==> config.mk <==
export PLATFORM = sky130hd
export DESIGN_NAME = unsigned_exchange_div_16by8_l4
export DESIGN_NICKNAME = d
export VERILOG_FILES = /design/src/rtl/unsigned_exchange_pkg.sv /design/src/rtl/unsigned_div_step_8.sv /design/src/rtl/unsigned_exchange_div_16by8_l4.sv
export SDC_FILE = /design/constraint.sdc
export NUM_CORES = 1
export LEC_CHECK = 0
export BUFFER_PORTS_ARGS = -buffer_cell sky130_fd_sc_hd__buf_4
export CORE_ASPECT_RATIO = 1.75
export CORE_MARGIN = 2
export CORE_UTILIZATION = 50
export CTS_CLUSTER_SIZE = 28
export DETAILED_ROUTE_END_ITERATION = 12
export PLACE_DENSITY_LB_ADDON = 0.2
export SETUP_SLACK_MARGIN = 0.15
export SLEW_MARGIN = 20
export SYNTH_ARGS = -nofsm -noshare
export SYNTH_HDL_FRONTEND = slang
export SYNTH_SLANG_ARGS = --single-unit
==> constraint.sdc <==
create_clock -name clk -period 5.7 [get_ports clk]
set_clock_uncertainty 0.05 [all_clocks]
set_input_delay 0.285 -clock clk [delete_from_list [all_inputs] [get_ports clk]]
set_output_delay 0.285 -clock clk [all_outputs]
set_load 0.02 [all_outputs]
==> src/rtl/unsigned_exchange_pkg.sv <==
// Shared definitions for the unsigned exchange (approximate multiply / divide) family.
package unsigned_exchange_pkg;

    localparam int Z_W       = 16;
    localparam int Y_W       = 8;
    localparam int X_W       = 8;
    localparam int L_DEFAULT = 4;

    typedef enum logic [1:0] {
        IDLE = 2'd0,
        CALC = 2'd1,
        DONE = 2'd2
    } div_state_e;

    // Clear the low l dividend bits so results line up with the truncated-column multipliers.
    function automatic logic [Z_W-1:0] condition_dividend(input logic [Z_W-1:0] z, input int unsigned l);
        return z & ({Z_W{1'b1}} << l);
    endfunction

endpackage

==> src/rtl/unsigned_div_step_8.sv <==
// One restoring-division step: shift in a dividend bit, subtract the divisor if it fits.
module unsigned_div_step_8
    import unsigned_exchange_pkg::*;
(
    input  logic [Y_W:0]   i_rem,
    input  logic           i_bit,
    input  logic [Y_W-1:0] i_y,
    output logic [Y_W:0]   o_rem,
    output logic           o_q
);

    logic [Y_W:0] w_t;
    logic         w_ge;
    logic         w_unused_rem_msb;

    // The incoming remainder is always below y, so its MSB never carries information.
    assign w_unused_rem_msb = i_rem[Y_W];
    assign w_t   = {i_rem[Y_W-1:0], i_bit};
    assign w_ge  = (w_t >= {1'b0, i_y});
    assign o_rem = w_ge ? (w_t - {1'b0, i_y}) : w_t;
    assign o_q   = w_ge;

endmodule

==> src/rtl/unsigned_exchange_div_16by8_l4.sv <==
// Iterative 16/8 restoring divider with low-bit dividend truncation and valid/ready handshakes.
module unsigned_exchange_div_16by8_l4
    import unsigned_exchange_pkg::*;
#(
    parameter int L = L_DEFAULT
) (
    input  logic           clk,
    input  logic           rst,
    input  logic           in_valid,
    output logic           in_ready,
    input  logic [Z_W-1:0] z,
    input  logic [Y_W-1:0] y,
    output logic           out_valid,
    input  logic           out_ready,
    output logic [X_W-1:0] x,
    output logic [Y_W-1:0] r,
    output logic           ovf,
    output logic           dz
);

    div_state_e     r_state, w_state;
    logic [Y_W:0]   r_rem, w_rem;
    logic [X_W-1:0] r_q, w_q;
    logic [7:0]     r_sh, w_sh;
    logic [2:0]     r_cnt, w_cnt;
    logic [Y_W-1:0] r_y, w_y;
    logic           r_in_ready, w_in_ready;
    logic           r_out_valid, w_out_valid;
    logic [X_W-1:0] r_x, w_x;
    logic [Y_W-1:0] r_r, w_r;
    logic           r_ovf, w_ovf;
    logic           r_dz, w_dz;

    logic [Z_W-1:0] w_z_eff;
    logic [Y_W:0]   w_step_rem;
    logic           w_step_q;

    assign w_z_eff = condition_dividend(z, L);

    unsigned_div_step_8 u_step (
        .i_rem (r_rem),
        .i_bit (r_sh[7]),
        .i_y   (r_y),
        .o_rem (w_step_rem),
        .o_q   (w_step_q)
    );

    // Next-state and next-output logic; every register holds unless a branch updates it.
    always_comb begin
        w_state = r_state;
        w_rem   = r_rem;
        w_q     = r_q;
        w_sh    = r_sh;
        w_cnt   = r_cnt;
        w_y     = r_y;
        w_x     = r_x;
        w_r     = r_r;
        w_ovf   = r_ovf;
        w_dz    = r_dz;
        case (r_state)
            IDLE: begin
                if (in_valid) begin
                    w_y = y;
                    if (y == 8'd0) begin
                        w_state = DONE;
                        w_dz    = 1'b1;
                        w_ovf   = 1'b0;
                        w_x     = 8'hFF;
                        w_r     = 8'h00;
                    end else if (w_z_eff[15:8] >= y) begin
                        // Quotient would need a ninth bit.
                        w_state = DONE;
                        w_dz    = 1'b0;
                        w_ovf   = 1'b1;
                        w_x     = 8'hFF;
                        w_r     = 8'h00;
                    end else begin
                        w_state = CALC;
                        w_rem   = {1'b0, w_z_eff[15:8]};
                        w_sh    = w_z_eff[7:0];
                        w_q     = 8'd0;
                        w_cnt   = 3'd7;
                    end
                end else begin
                    w_state = IDLE;
                end
            end
            CALC: begin
                w_rem = w_step_rem;
                w_q   = {r_q[6:0], w_step_q};
                w_sh  = {r_sh[6:0], 1'b0};
                if (r_cnt == 3'd0) begin
                    w_state = DONE;
                    w_x     = {r_q[6:0], w_step_q};
                    w_r     = w_step_rem[7:0];
                    w_ovf   = 1'b0;
                    w_dz    = 1'b0;
                end else begin
                    w_cnt = r_cnt - 3'd1;
                end
            end
            DONE: begin
                if (out_ready) begin
                    w_state = IDLE;
                end else begin
                    w_state = DONE;
                end
            end
            default: begin
                w_state = IDLE;
            end
        endcase
        w_in_ready  = (w_state == IDLE);
        w_out_valid = (w_state == DONE);
    end

    // State, datapath and registered outputs.
    always_ff @(posedge clk) begin
        if (rst) begin
            r_state     <= IDLE;
            r_rem       <= 9'd0;
            r_q         <= 8'd0;
            r_sh        <= 8'd0;
            r_cnt       <= 3'd0;
            r_y         <= 8'd0;
            r_in_ready  <= 1'b1;
            r_out_valid <= 1'b0;
            r_x         <= 8'd0;
            r_r         <= 8'd0;
            r_ovf       <= 1'b0;
            r_dz        <= 1'b0;
        end else begin
            r_state     <= w_state;
            r_rem       <= w_rem;
            r_q         <= w_q;
            r_sh        <= w_sh;
            r_cnt       <= w_cnt;
            r_y         <= w_y;
            r_in_ready  <= w_in_ready;
            r_out_valid <= w_out_valid;
            r_x         <= w_x;
            r_r         <= w_r;
            r_ovf       <= w_ovf;
            r_dz        <= w_dz;
        end
    end

    assign in_ready  = r_in_ready;
    assign out_valid = r_out_valid;
    assign x         = r_x;
    assign r         = r_r;
    assign ovf       = r_ovf;
    assign dz        = r_dz;

endmodule

After elaboration in Yosys (flattened, before gate mapping)
Index checks and enable logic that the tools add are counted.
Word-level totals
  register bits: 56
  input bits: 28
  output and inout bits: 20
  word-level logic and storage cells: 77
Operators by class
  add/sub/neg operators: 2
  magnitude comparators: 2
  eq/ne operators: 9
  mux-type cells: 43
  reductions and logical operators: 9
Operator list (count)
  8-bit 2-to-1 mux: 15
  8-bit case mux with 2 select lines: 4
  7-bit 2-to-1 mux: 3
  7-bit case mux with 2 select lines: 1
  3-bit 2-to-1 mux: 4
  2-bit 2-to-1 mux: 5
  2-bit != test, second input constant: 5
  9-bit by 8-bit >= comparator with 1-bit output: 1
  8-bit >= comparator: 1
  8-bit logical NOT: 1
  4-bit AND reduction: 2
  8-bit subtractor: 1
  1-bit 2-to-1 mux: 7
  2-bit case mux with 3 select lines: 1
  3-bit case mux with 2 select lines: 1
  5-bit AND reduction: 1
  2-bit == test, second input constant: 2
  2-bit logical NOT: 2
  1-bit case mux with 2 select lines: 2
  3-bit logical NOT: 1
  3-bit != test, second input constant: 1
  3-bit by 1-bit subtractor with 3-bit output, second input constant: 1
  2-bit by 1-bit == test with 1-bit output, second input constant: 1
  2-bit AND reduction: 1
  2-bit nonzero test: 1

Depth between registers and ports, before layout
Gate-level depths: netlist (run 1).
  depth in word-level cells: 6
  depth in mapped cells: 10
  mapped depth without buffers: 9

Hierarchy
A second synthesis (run 1) with hierarchy kept.
Second synthesis, totals
  cell total of the unflattened synthesis: 341
  area total of the unflattened synthesis: 2885.3 um^2
By module, submodules not included
  unsigned_exchange_div_16by8_l4: times used 1, cells an instance 265, area each 2338.5 um^2, sequential area each 1061.0 um^2
  unsigned_div_step_8: times used 1, cells an instance 76, area each 546.8 um^2, sequential area each 0.0 um^2

Worst setup path before layout (run 1)
OpenSTA, ideal clock, no wires.
  kind: reg2reg
  from: reg r_y[6]
  to: reg r_rem[0]
  library setup time: 86 ps
  arrival: 2207 ps
  data required time: 5564 ps
  setup slack: 3357 ps
  cell stages (with the launch flop): 11
  buffers on the path: 2
  clock period less this slack: 2343 ps
  cells stage by stage: dfxtp_1 -> inv_1 -> ha_1 -> clkbuf_1 -> a21o_1 -> a221oi_1 -> o21a_1 -> buf_2 -> mux2i_1 -> nor2_1 -> a211oi_1
On the way
  word-level cells in the longest chain between the ends: 3
RTL lines
  start, declared: RTL line unsigned_exchange_div_16by8_l4.sv:26  | logic [Y_W-1:0] r_y, w_y;
  start signal, assigned: RTL line unsigned_exchange_div_16by8_l4.sv:138  | r_y <= w_y;
  9-bit by 8-bit >= comparator with 1-bit output: RTL line unsigned_div_step_8.sv:19  | assign w_ge = (w_t >= {1'b0, i_y});
  8-bit 2-to-1 mux: RTL line unsigned_div_step_8.sv:20  | assign o_rem = w_ge ? (w_t - {1'b0, i_y}) : w_t;
  8-bit case mux with 2 select lines: RTL line unsigned_exchange_div_16by8_l4.sv:60  | case (r_state)
  end signal, assigned: RTL line unsigned_exchange_div_16by8_l4.sv:134  | r_rem <= w_rem;
  end, declared: RTL line unsigned_exchange_div_16by8_l4.sv:22  | logic [Y_W:0] r_rem, w_rem;
Every way passes these cells.
A chain may end at the register's enable or synchronous reset.

Worst setup path after layout (run 1)
  from: reg r_rem[5]
  to: reg r_r[3], in the netlist r[3]
On the way
  word-level cells in the longest chain between the ends: 4
RTL lines
  9-bit by 8-bit >= comparator with 1-bit output: RTL line unsigned_div_step_8.sv:19
  8-bit 2-to-1 mux: RTL line unsigned_div_step_8.sv:20
  8-bit 2-to-1 mux: RTL line unsigned_exchange_div_16by8_l4.sv:92  | if (r_cnt == 3'd0) begin
  8-bit case mux with 2 select lines: RTL line unsigned_exchange_div_16by8_l4.sv:60
  end signal, assigned: RTL line unsigned_exchange_div_16by8_l4.sv:142  | r_r <= w_r;
  end, declared: RTL line unsigned_exchange_div_16by8_l4.sv:30  | logic [Y_W-1:0] r_r, w_r;
Every way passes these cells. The select of a mux whose other input is x is not followed.

==> summary.md, run 1 <==
| Metric | Value |
|---|---|
| Status | `finished, final reports clean` |
| Initial Util | `0.512` |
| Worst r2r src | `r_rem[5]$_SDFFE_PP0P_` |
| Worst reg2reg path depth | `7` |
| Antenna violations before repair | `0` |
| Post-DP HPWL | `4560 um` |
| Post-Layout Inst Area | `3280 um^2` |
| CP max FO | `16` |
| Endpoints failing setup | `0` |
| Crit. End Element | `flop` |
| Post-route DRC | `0` |
| PwrDens | `327 nW/um^2` |
| Max Freq | `365 MHz` |
| Yosys warning count | `0` |
| GRT overflow | `0` |
| Post-synthesis async set-or-reset flop share | `0` |
| CTS tree | `done` |
| Layout area overhead | `15.5%` |
| Pre-CTS WS | `2980 ps` |
| Largest net degree at the start of global routing | `55` |
| Number of synthesized flops with an enable pin | `0` |
| Post-CTS sizing | `0` |
| Final wirelength | `6380 um` |
| DR iter-0 viols | `86` |
| Placed Area | `3180 um^2` |
| Via density | `5.60` |
| Setup TNS | `0 ps` |
| Core outline area | `5540 um^2` |
| Leakage | `1.43 nW` |
| Share of cells above drive strength 1 | `0.199` |
| Slew Viols, Final | `0` |
| Slew @ Worst Pin | `970 ps` |
| RSZ-0062 raised after global routing | `false` |
| Crit path DAT | `2890 ps` |
| Top FF cell, synth | `dfxtp_1` |
| CP startpoint | `r_rem[5]$_SDFFE_PP0P_` |
| Crit-path cells | `ha_1, a21o_1, a221oi_1, o21a_1, mux2_2, a22oi_1, nor2_1` |
| Die Y-Extent | `104 um` |
| Max_cap viols | `0` |
| Mapped Area | `2840 um^2` |
| Fin util | `0.592` |
| Worst hold path class | `in2reg` |
| Hold Path Origin | `y[4]` |
| I/O pin total | `48` |
| Syn Nets | `370` |
| Post-CTS Hold Fix Bufs | `0` |
| Post-synthesis cell type count | `47` |
| Max Buffers Root-to-Sink | `2` |
| Sequential share of the synthesized area | `0.367` |
| Cell count of the worst hold path | `3` |
| Nets@finish | `403` |
| Global-route wire length before repair | `10500 um` |
| Worst vdd ir | `0.000182 V` |
| I/O Buffers | `43` |
| Postcts setup bufs | `0` |
| Routability cong. | `0.835` |
| Final hold vios | `0` |
| Crit path max-delay cell type | `o21a_1` |
| Number of CTS-inserted buffers | `5` |
| Yosys top cell by area | `dfxtp_1` |
| Clock Latency Late Sink | `330 ps` |
| DRT Pass-1 Iters | `4` |
| Routed Antenna Nets | `0` |
| Worst setup SP type | `flop` |
| Worst setup path class | `reg2reg` |
| Inst Count DP | `425` |
| Ant diodes | `0` |
| Worst setup margin | `2960 ps` |
| Delay of the slowest cell on the worst path | `580 ps` |
| Mapped Cells | `323` |
| Wire per inst | `14.7 um` |
| Crit path time final | `2740 ps` |
| Final Cycle Share | `0.481` |
| Clk root buf | `clkbuf_8` |
| Total die area | `6320 um^2` |
| Seq cells post-synth | `52` |
| Clock-pin slew on the worst setup and hold paths | `100 ps` |
| Area contributors post-synth | `dfxtp_1, ha_1, mux2i_1` |
| CTS H-tree depth | `2` |
| CTS sink count | `52` |
| Required time of the critical path | `5850 ps` |
| Vias in the first global route | `2265` |
| Post-route insts no fill | `433` |
| Slew Limit Headroom | `0.352` |
| Syn Area/Cell | `8.79 um^2` |
| Die span in x | `61.0 um` |
| Via count | `2425` |
| GRT Util Overall | `0.216` |
| Synth top area share | `0.367` |
| Cell Rows | `36` |
==> metal layers <==
metal,vias to the layer above,GRT usage,share of wire
met4,0,0.113,0.045
met5,-,0,0
met2,66,0.366,0.53
met3,25,0.0449,0.042
met1,1117,0.241,0.38
li1,1217,-,-
==> synth_stat cells, types with 4 or more instances <==
library cell	count
nand3_1	10
nor3_2	5
o21ai_0	4
dfxtp_1	52
nor2_1	45
nand2b_1	8
clkbuf_1	13
inv_1	21
a21o_1	6
a21oi_1	22
nand2_1	16
nor3_1	10
a31oi_1	4
ha_1	18
a211oi_1	15
a22oi_1	5
mux2i_1	21
==> registers in the layout, summed over array words and instances (netlist names) <==
name,count
r_q,7
r_cnt,3
ovf,1
out_valid,1
x,8
in_ready,1
r_y,8
r_sh,4
r_state,2
r_rem,8
r,8
dz,1
==> area by class of cell <==
| cell class | count | area [um^2] |
|---|---|---|
| inverter | 21 | 78.8 |
| timing repair buffer | 46 | 345 |
| clock inverter | 3 | 25.0 |
| multi-input combinational | 230 | 1620 |
| clock buffer | 5 | 68.8 |
| tap | 76 | 95.1 |
| fill | 530 | 2260 |
| sequential | 52 | 1040 |
==> worst max-delay path: cells and delay by family (launching register included) <==
kind | cells | cell delay (ps)
adders and majority gates | 1 | 410
and+or+nand+nor | 1 | 50
AOI/OAI and AO/OA | 4 | 1300
DFF | 1 | 370
muxes | 1 | 440
==> placed cells by master (no fill, tap or decap), drive strengths merged, types with 5 or more instances in the layout <==
cell    instances
nand2b          8
ha             18
nor2           46
mux2i          21
inv            23
a21o            6
a211oi         15
nor3           15
buf            46
a21oi          22
a22oi           5
nand3          10
nand2          16
clkbuf          5
dfxtp          52
==> path summary, 6_finish.rpt <==
| check | slack (ps) | end |
|---|---|---|
| worst min-delay path | 170 | r_y[4]$_SDFFE_PP0P_ |
| worst max register to register | 2960 | r[3]$_SDFFE_PP0P_ |
| worst min register to register | 410 | r_cnt[2]$_SDFFE_PP0P_ |
| worst max-delay path | 2960 | r[3]$_SDFFE_PP0P_ |
==> where the power goes <==
group / switching [W] / internal, W
combinational: 0.000242 / 0.000175
clock: 0.000135 / 0.0000897
sequential: 0.0000275 / 0.000403
total: 0.000405 / 0.000667
==> metrics by stage <==
stage                     hold WS [ps]  power, W
after floorplan                    382  0.000753
after global placement             389  0.000842
after detailed placement           396  0.000854
after CTS                          172   0.00108
after global routing               177   0.00114
final                              174   0.00107
==> kinds of logic after synthesis <==
family,after synthesis,synth area share
xor+xnor,3,0.00926
mux,24,0.0859
flops,52,0.367
buf+inv,41,0.0613
fa+ha+maj,19,0.0864
simple gates,110,0.195
compound gates,74,0.196
(Power assumes the default switching activity.)
==> run 2: changes to the inputs <==
==> constraint.sdc (replaced) <==
create_clock -name clk -period 2.3 [get_ports clk]
set_clock_uncertainty 0.05 [all_clocks]
set_input_delay 0.115 -clock clk [delete_from_list [all_inputs] [get_ports clk]]
set_output_delay 0.115 -clock clk [all_outputs]
set_load 0.02 [all_outputs]
==> summary.md, run 2 (synthesis gave the netlist of run 1 again) <==
| Metric | Value |
|---|---|
| Status | `finished, final reports clean` |
| Worst vdd ir | `0.000668 V (+270%)` |
| Slew @ Worst Pin | `568 ps (-403 ps)` |
| Worst Path Buf+Inv | `2 (+2)` |
| Ant diodes | `0 (unchanged)` |
| I/O Buffers | `43 (unchanged)` |
| Die Y-Extent | `104 um (unchanged)` |
| GRT overflow | `0 (unchanged)` |
| Crit-path cells | `inv_2, ha_4, fa_2, nand2b_4, a21oi_2, buf_4, o311a_4, nor4_4, a21oi_1, o41ai_2` |
| Leakage | `1.61 nW (+12%)` |
| Wire per inst | `15.2 um (+2.9%)` |
| Number of CTS-inserted buffers | `5 (unchanged)` |
| Inst Count DP | `438 (+3.1%)` |
| Share of cells above drive strength 1 | `0.361 (+0.162)` |
| Clock Latency Late Sink | `310 ps (-20 ps)` |
| I/O pin total | `48 (unchanged)` |
| Clk root buf | `clkbuf_8` |
| Post-DP HPWL | `4740 um (+4.0%)` |
| Max_cap viols | `0 (unchanged)` |
| Max Buffers Root-to-Sink | `2 (unchanged)` |
| Worst hold path class | `in2reg` |
| Routability cong. | `0.902 (+8.1%)` |
| Largest net degree at the start of global routing | `55 (unchanged)` |
| Final hold vios | `0 (unchanged)` |
| Vias in the first global route | `2365 (+4.4%)` |
| Via count | `2547 (+5.0%)` |
| Cell Rows | `36 (unchanged)` |
| Most common cell after layout, fill and taps aside | `buf_4` |
| Int Power | `0.00194 W (+190%)` |
| Slew Viols, Final | `0 (unchanged)` |
| Crit path DAT | `2310 ps (-580 ps)` |
| CTS sink count | `52 (unchanged)` |
| Crit. End Element | `flop` |
| CP max FO | `3 (-13)` |
| Delay of the slowest cell on the worst path | `340 ps (-240 ps)` |
| Global-route wire length before repair | `10700 um (+2.1%)` |
| Sequential share of power | `0.345 (-0.056)` |
| Routed Antenna Nets | `0 (unchanged)` |
| Worst setup SP type | `flop` |
| Endpoints failing setup | `0 (unchanged)` |
| Post-route DRC | `0 (unchanged)` |
| Pre-CTS WS | `-9.19 ps (-2990 ps)` |
| Clock power share | `0.178 (-0.032)` |
| Nets@finish | `426 (+5.7%)` |
| Via density | `5.59 (-0.27%)` |
| Crit path max-delay cell type | `dfxtp_2` |
| Worst setup path class | `reg2reg` |
| Antenna violations before repair | `0 (unchanged)` |
| RSZ-0062 raised after global routing | `true` |
| Most frequent cells in the layout | `buf_4, nor2_1, dfxtp_1, a21oi_1, mux2i_1` |
| Slew Limit Headroom | `0.620 (+0.268)` |
| Sw power | `0.00117 W (+190%)` |
| Post-route insts no fill | `456 (+5.3%)` |
| Crit path time final | `2140 ps (-602 ps)` |
| Die span in x | `61.0 um (unchanged)` |
| Clock-pin slew on the worst setup and hold paths | `100 ps (about the same)` |
| Required time of the critical path | `2470 ps (-3380 ps)` |
| DR iter-0 viols | `105 (+22%)` |
| PwrDens | `830 nW/um^2 (+150%)` |
| Total die area | `6320 um^2 (unchanged)` |
| Worst setup margin | `160 ps (-2800 ps)` |
| Final Cycle Share | `0.931 (+0.449)` |
| GRT Util Overall | `0.216 (about the same)` |
| CTS tree | `done` |
| Core outline area | `5540 um^2 (unchanged)` |
| Design Power | `0.00312 W (+190%)` |
| CTS H-tree depth | `2 (unchanged)` |
| DRT Pass-1 Iters | `4 (unchanged)` |
| Post-Layout Inst Area | `3760 um^2 (+15%)` |
| Sw Ratio | `0.376 (-0.00131)` |
| Initial Util | `0.512 (unchanged)` |
| Worst path top cell family by delay | `compound AO/OA/AOI/OAI gates` |
| Logic pwr share | `0.477 (+0.088)` |
| Layout area overhead | `32.3%` |
| Final wirelength | `6920 um (+8.4%)` |
| Placed Area | `3310 um^2 (+4.1%)` |
| Max Freq | `467 MHz (+28%)` |
## run 2: power groups by stage
stage	Clock (W)	Combinational [W]	Sequential [W]
2_1_floorplan	0	0.000791	0.00111
3_3_place_gp	0	0.00110	0.00108
3_5_place_dp	0	0.00112	0.00108
4_1_cts	0.000563	0.00124	0.00107
5_1_grt	0.000602	0.00161	0.00109
6_report	0.000553	0.00149	0.00108
## run 2: area by class of cell
type	instances	area [um^2]
multi-input cells	230	1850
fillers	471	1780
flip-flops and latches	52	1050
repair buffers	69	581
well taps	76	95.1
inverters	21	78.8
clock buffers	5	68.8
clock inverters	3	27.5
## run 2: worst paths after layout
check,from,end,slack [ps],depth (start not counted)
worst max-delay path,r_sh[7]$_SDFFE_PP0P_,r[6]$_SDFFE_PP0P_,160,10
worst min-delay path,y[3],r_y[3]$_SDFFE_PP0P_,10,3
worst max register to register,r_sh[7]$_SDFFE_PP0P_,r[6]$_SDFFE_PP0P_,160,10
worst min register to register,r_cnt[2]$_SDFFE_PP0P_,r_cnt[2]$_SDFFE_PP0P_,410,2
## run 2: stage by stage
stage | hold WS, ps | util | setup TNS [ps]
CTS | 7.56 | 0.631 | 0
finish | 12.6 | 0.678 | 0
detailed placement | 329 | 0.598 | -14.7
floorplan | 212 | - | 0
global placement | 325 | 0.598 | 0
global route | 16.9 | 0.678 | 0
## run 2: timing repair
action                                  in CTS  in global routing
buffers inserted                             3                  4
endpoints found under the setup margin      14                 24
hold endpoints to repair                     0                  1
hold buffers                                 0                  1
resized for setup                           12                 40
pin swaps                                    5                  9
cloned                                       0                  2
## run 2: worst min-delay path, cell delays in order
cell,delay (ps)
buf_4,100
mux2i_1,60
nor2_1,70
## run 2: routing by layer
metal  global-route usage  share of wire  vias to the layer above
met5                    0              0                        -
met3               0.0350          0.032                       11
met4               0.0823          0.021                        0
met2                0.388           0.56                       66
met1                0.241           0.39                     1211
li1                     -              -                     1259
